`src/rtl/spi_slave_sync.sv`:
```
`default_nettype none
// ============================================================================
// Module      : spi_slave_sync
// Description : SPI mode-0 byte receiver clocked entirely by clk; SCK/SS/MOSI
//               are oversampled through synchroniser chains. Optional MISO
//               echo of the previously received byte via SPI_SLAVE_MISO_ECHO_EN.
// Revision    : 1.0 - initial release
// ============================================================================
module spi_slave_sync #(
    parameter int SYNC_STAGES = 2
) (
    input  logic       clk,
    input  logic       rst,
    input  logic       hw_spi_clk,
    input  logic       hw_spi_ss,
    input  logic       hw_spi_mosi,
    output logic       hw_spi_miso,
    output logic       spi_active,
    output logic [7:0] byte_out,
    output logic       byte_ready
);

    logic [SYNC_STAGES-1:0] sck_sync_q, sck_sync_d;
    logic [SYNC_STAGES-1:0] ss_sync_q, ss_sync_d;
    logic [SYNC_STAGES-1:0] mosi_sync_q, mosi_sync_d;
    logic                   sck_hist_q, sck_hist_d;
    logic                   ss_hist_q, ss_hist_d;
    logic [2:0]             bit_cnt_q, bit_cnt_d;
    logic [6:0]             shift_q, shift_d;
    logic [7:0]             byte_out_q, byte_out_d;
    logic                   byte_ready_q, byte_ready_d;

    logic sck_s;
    logic ss_s;
    logic mosi_s;
    logic sck_rise;
    logic ss_assert;
    logic byte_done;

    // ------------------------------------------------------------------
    // Synchroniser chains and edge-detect history
    // ------------------------------------------------------------------
    always_comb begin
        sck_sync_d  = {sck_sync_q[SYNC_STAGES-2:0], hw_spi_clk};
        ss_sync_d   = {ss_sync_q[SYNC_STAGES-2:0], hw_spi_ss};
        mosi_sync_d = {mosi_sync_q[SYNC_STAGES-2:0], hw_spi_mosi};
        sck_hist_d  = sck_sync_q[SYNC_STAGES-1];
        ss_hist_d   = ss_sync_q[SYNC_STAGES-1];
    end

    // SS resets to idle-high and SCK to low so release never looks like an edge
    always_ff @(posedge clk or posedge rst) begin
        if (rst) begin
            sck_sync_q  <= '0;
            ss_sync_q   <= '1;
            mosi_sync_q <= '0;
            sck_hist_q  <= 1'b0;
            ss_hist_q   <= 1'b1;
        end else begin
            sck_sync_q  <= sck_sync_d;
            ss_sync_q   <= ss_sync_d;
            mosi_sync_q <= mosi_sync_d;
            sck_hist_q  <= sck_hist_d;
            ss_hist_q   <= ss_hist_d;
        end
    end

    assign sck_s     = sck_sync_q[SYNC_STAGES-1];
    assign ss_s      = ss_sync_q[SYNC_STAGES-1];
    assign mosi_s    = mosi_sync_q[SYNC_STAGES-1];
    assign sck_rise  = sck_s & ~sck_hist_q;
    assign ss_assert = ~ss_s & ss_hist_q;
    assign byte_done = ~ss_s & ~ss_assert & sck_rise & (bit_cnt_q == 3'd7);

    // ------------------------------------------------------------------
    // Receive datapath
    // ------------------------------------------------------------------
    // An SCK edge coinciding with the SS assertion cycle is ambiguous and is
    // treated like the idle state; real mode-0 masters never do this.
    always_comb begin
        bit_cnt_d    = bit_cnt_q;
        shift_d      = shift_q;
        byte_out_d   = byte_out_q;
        byte_ready_d = 1'b0;
        if (ss_s || ss_assert) begin
            bit_cnt_d = 3'd0;
            shift_d   = 7'd0;
        end else if (sck_rise) begin
            shift_d   = {shift_q[5:0], mosi_s};
            bit_cnt_d = bit_cnt_q + 3'd1;
            if (bit_cnt_q == 3'd7) begin
                byte_out_d   = {shift_q, mosi_s};
                byte_ready_d = 1'b1;
            end
        end
    end

    always_ff @(posedge clk or posedge rst) begin
        if (rst) begin
            bit_cnt_q    <= 3'd0;
            shift_q      <= 7'd0;
            byte_out_q   <= 8'h00;
            byte_ready_q <= 1'b0;
        end else begin
            bit_cnt_q    <= bit_cnt_d;
            shift_q      <= shift_d;
            byte_out_q   <= byte_out_d;
            byte_ready_q <= byte_ready_d;
        end
    end

    assign spi_active = ~ss_s;
    assign byte_out   = byte_out_q;
    assign byte_ready = byte_ready_q;

    // ------------------------------------------------------------------
    // MISO
    // ------------------------------------------------------------------
`ifdef SPI_SLAVE_MISO_ECHO_EN
    logic [7:0] tx_q, tx_d;
    logic       sck_fall;

    assign sck_fall = ~sck_s & sck_hist_q;

    // The falling edge right after bit 8 (counter back at 0) must not shift,
    // otherwise the freshly loaded MSB would be lost before it is sampled.
    always_comb begin
        tx_d = tx_q;
        if (byte_done) begin
            tx_d = byte_out_d;
        end else if (ss_assert) begin
            tx_d = byte_out_q;
        end else if (sck_fall && !ss_s && (bit_cnt_q != 3'd0)) begin
            tx_d = {tx_q[6:0], 1'b0};
        end
    end

    always_ff @(posedge clk or posedge rst) begin
        if (rst) begin
            tx_q <= 8'h00;
        end else begin
            tx_q <= tx_d;
        end
    end

    assign hw_spi_miso = tx_q[7];
`else
    assign hw_spi_miso = 1'b0;
`endif

endmodule
`default_nettype wire

```
`config.mk`:
```
export PLATFORM = sky130hd
export DESIGN_NAME = spi_slave_sync
export DESIGN_NICKNAME = d
export VERILOG_FILES = /design/src/rtl/spi_slave_sync.sv
export SDC_FILE = /design/constraint.sdc
export NUM_CORES = 1
export LEC_CHECK = 0
export CAP_MARGIN = 25
export CORE_MARGIN = 4
export CORE_UTILIZATION = 50
export CTS_CLUSTER_SIZE = 20
export DETAILED_ROUTE_END_ITERATION = 7
export PLACE_DENSITY = 0.75
export REMOVE_ABC_BUFFERS = 1
export SYNTH_ARGS = -nofsm -noshare
export SYNTH_HDL_FRONTEND = slang
export SYNTH_SLANG_ARGS = --single-unit
```
`constraint.sdc`:
```
create_clock -name clk -period 2.8 [get_ports clk]
set_input_delay 0.56 -clock clk [delete_from_list [all_inputs] [get_ports clk]]
set_output_delay 0.56 -clock clk [all_outputs]
set_load 0.005 [all_outputs]
```
==> summary.txt <==
Outcome
  – Status: finished clean

Critical path
  – Crit-path cells: inv_1, clkdlybuf4s50_1
  – Reg-to-Reg End: byte_out[4]
  – Reg2reg setup slack: 1.37 ns
  – Arrival @ worst endpoint: 1.35 ns
  – Worst Path Required: around 2.2 ns
  – R2R depth: 4
  – Critical path launch point: ss_sync_q[1]
  – Setup Crit Path Kind: reg2out
  – Critical-path top delay cell: dfstp_2
  – CP max stage delay: between 0.5 and 0.6 ns
  – Worst r2r src: bit_cnt_q[0]
  – CP Capture Type: output pin
  – Critical Path Start Type: flop
  – Max FO, Critical Path: 4

Timing
  – Hold_ws: 0.363 ns
  – Hold Fails Final Rpt: 0
  – FMAX: around 520 MHz
  – Final min period: approximately 1.9 ns
  – Slew Viols, Final: 0
  – Final setup fails: 0
  – RSZ-0062 raised after global routing: false
  – Period utilisation layout: 0.683
  – Final clock skew: between 0.002 and 0.003 ns
  – Final TNS setup: 0 ns

Synthesis
  – Top_reg_cell synth: dfrtp_1
  – Syn avg cell area: ~13 um2
  – #FFs+latches synth: 27
  – Yosys warnings: 0
  – Post-synth top cells: dfrtp_1 (24), nand2_1 (18), a21oi_1 (9)
  – Synth area leaders: dfrtp_1 (59%), dfstp_2 (7.7%), nand2_1 (6.6%), mux2_2 (6.6%), a21oi_1 (4.4%)
  – Distinct cell type count after synthesis: 18
  – Sequential share of the synthesized area: 0.667
  – Count leader, synth: dfrtp_1
  – Yosys top cell by area: dfrtp_1
  – Synth Instances: between 70 and 80
  – Number of synthesized flops with an enable pin: 0
  – Post-Syn Area: 1020 um2
  – Yosys top cell area share: 0.590
  – Async set or reset register ratio after synthesis: 1.00

Die
  – Placeable Area: about 1900 um2
  – DIE AREA: between 2000 and 3000 um2
  – Num ports: 16
  – Row cnt: 16
  – Die Width: roughly 53 um
  – Die Y: approximately 53 um
  – Initial Utilization: 0.524

Pwr
  – Total chip power: a little under 0.0006 W
  – Leakage: 0.557 nW
  – Max VDD drop: roughly 330 uV
  – PwrDens: between 400 and 500 nW/um2

Clock tree
  – CTS tree: done
  – Post-cts resize count: 0
  – Clock buffer depth: 2
  – Clock root cell: clkbuf_4
  – CTS Hold Buffers Added: 0
  – TritonCTS Sinks: 27
  – Worst skew pair latency: 0.30 ns
  – Reg clk slew, reported paths: between 0.1 and 0.15 ns
  – Post-CTS setup buffer count: 0
  – CTS Buf Count: 3
  – H-tree depth: 1

GRT
  – Number of global-route vias before repair: 587
  – First-pass GRT wire length: around 2500 um
  – Total GRT Usage: 0.122
  – Initial antenna violation count: 0
  – GRT overflow: 0
  – Largest net degree at the start of global routing: 28

Layout
  – Layout area overhead: 17.9%
  – Layout cells sized above 1: 0.202
  – Fillers: between 150 and 200
  – Nets: between 100 and 150
  – # diodes: 0

Worst hold path
  – Hold path cells: 0
  – Hold worst-path end: mosi_sync_q[1]
  – Hold WC Path Type: reg2reg
  – HP Start: mosi_sync_q[0]

Detailed routing
  – 1st-iter DRT viols: 7
  – Via count: 584
  – Post-DRT Antenna Nets: 0
  – Vias per cell: slightly below 5
  – TritonRoute pass-1 iters: 4
  – Drt drc: 0
  – Routed wire length: ~1400 um
  – WL/cell: about 11 um

Placed design
  – GPL Wtd Cong: 0.709
  – Buffers on Ports: 14
  – DP HPWL: 998 um

Job
  – Max Cap Violations: 0
## final cells by class
class,count,area [um2],share of cell area
sequential,27,679,0.566
inverter,3,11.3,0.00938
tap,27,33.8,0.0281
clock buffer,4,26.3,0.0219
multi-input combinational,45,303,0.252
timing repair buffer,15,148,0.123
## routing by layer
metal	track usage	vias to the layer above	wire, um
met1	0.155	286	620
li1	-	283	-
met3	0.0254	2	84
met2	0.196	13	657
met5	0	-	0
met4	0.0638	0	20
## registers in the layout, indices dropped and copies added, names as in the netlist
signal / flops
bit_cnt_q: 3
byte_out: 8
byte_ready: 1
mosi_sync_q: 2
sck_hist_q: 1
sck_sync_q: 2
shift_q: 7
ss_hist_q: 1
ss_sync_q: 2
## worst max path at each step
stage,endpoint,cells past startpoint
floorplan,byte_out[2],4
global placement,spi_active,2
detailed placement,spi_active,2
CTS,spi_active,2
global route,spi_active,2
finish,spi_active,2
## worst max-delay path: cells and delay by family (launching register included)
family	cells	cell delay (ns)
buffers and inverters	2	0.47
DFF	1	0.58
## cell families after synthesis
kind of cell	after synthesis	synth area share
mux	8	0.0958
buf+inv	7	0.0356
compound gates	9	0.0442
fa+ha+maj	2	0.0246
xor+xnor	1	0.00860
flops	27	0.667
simple gates	24	0.120
other cells	1	0.00368
## stage by stage
step                area, um2  setup slack (ns)   util  instances
finish                   1200             0.887  0.619        121
floorplan                 993              1.44      -         75
detailed placement       1170              1.22  0.605        117
global placement         1170              1.24  0.605        117
global route             1200             0.801  0.619        121
CTS                      1200             0.870  0.619        121
## cells in the final DEF, fill, tap and decap left out
| cell type | n |
|---|---|
| a21oi_1 | 9 |
| buf_4 | 1 |
| clkbuf_1 | 1 |
| clkbuf_4 | 3 |
| clkdlybuf4s50_1 | 14 |
| conb_1 | 1 |
| dfrtp_1 | 24 |
| dfstp_2 | 3 |
| ha_1 | 2 |
| inv_1 | 3 |
| mux2_2 | 6 |
| mux2_4 | 2 |
| nand2_1 | 18 |
| nand3_4 | 1 |
| nor2_1 | 1 |
| nor2_2 | 1 |
| nor2b_4 | 1 |
| or2_2 | 1 |
| or2b_1 | 1 |
| xnor2_1 | 1 |
## power by group
group          internal (W)  switching (W)  leakage [nW]
Clock             0.0000555       0.000101        0.0150
Combinational     0.0000112      0.0000168         0.187
Sequential         0.000399     0.00000401         0.355
Total              0.000465       0.000122         0.557
Power figures use the tool's default switching activity.
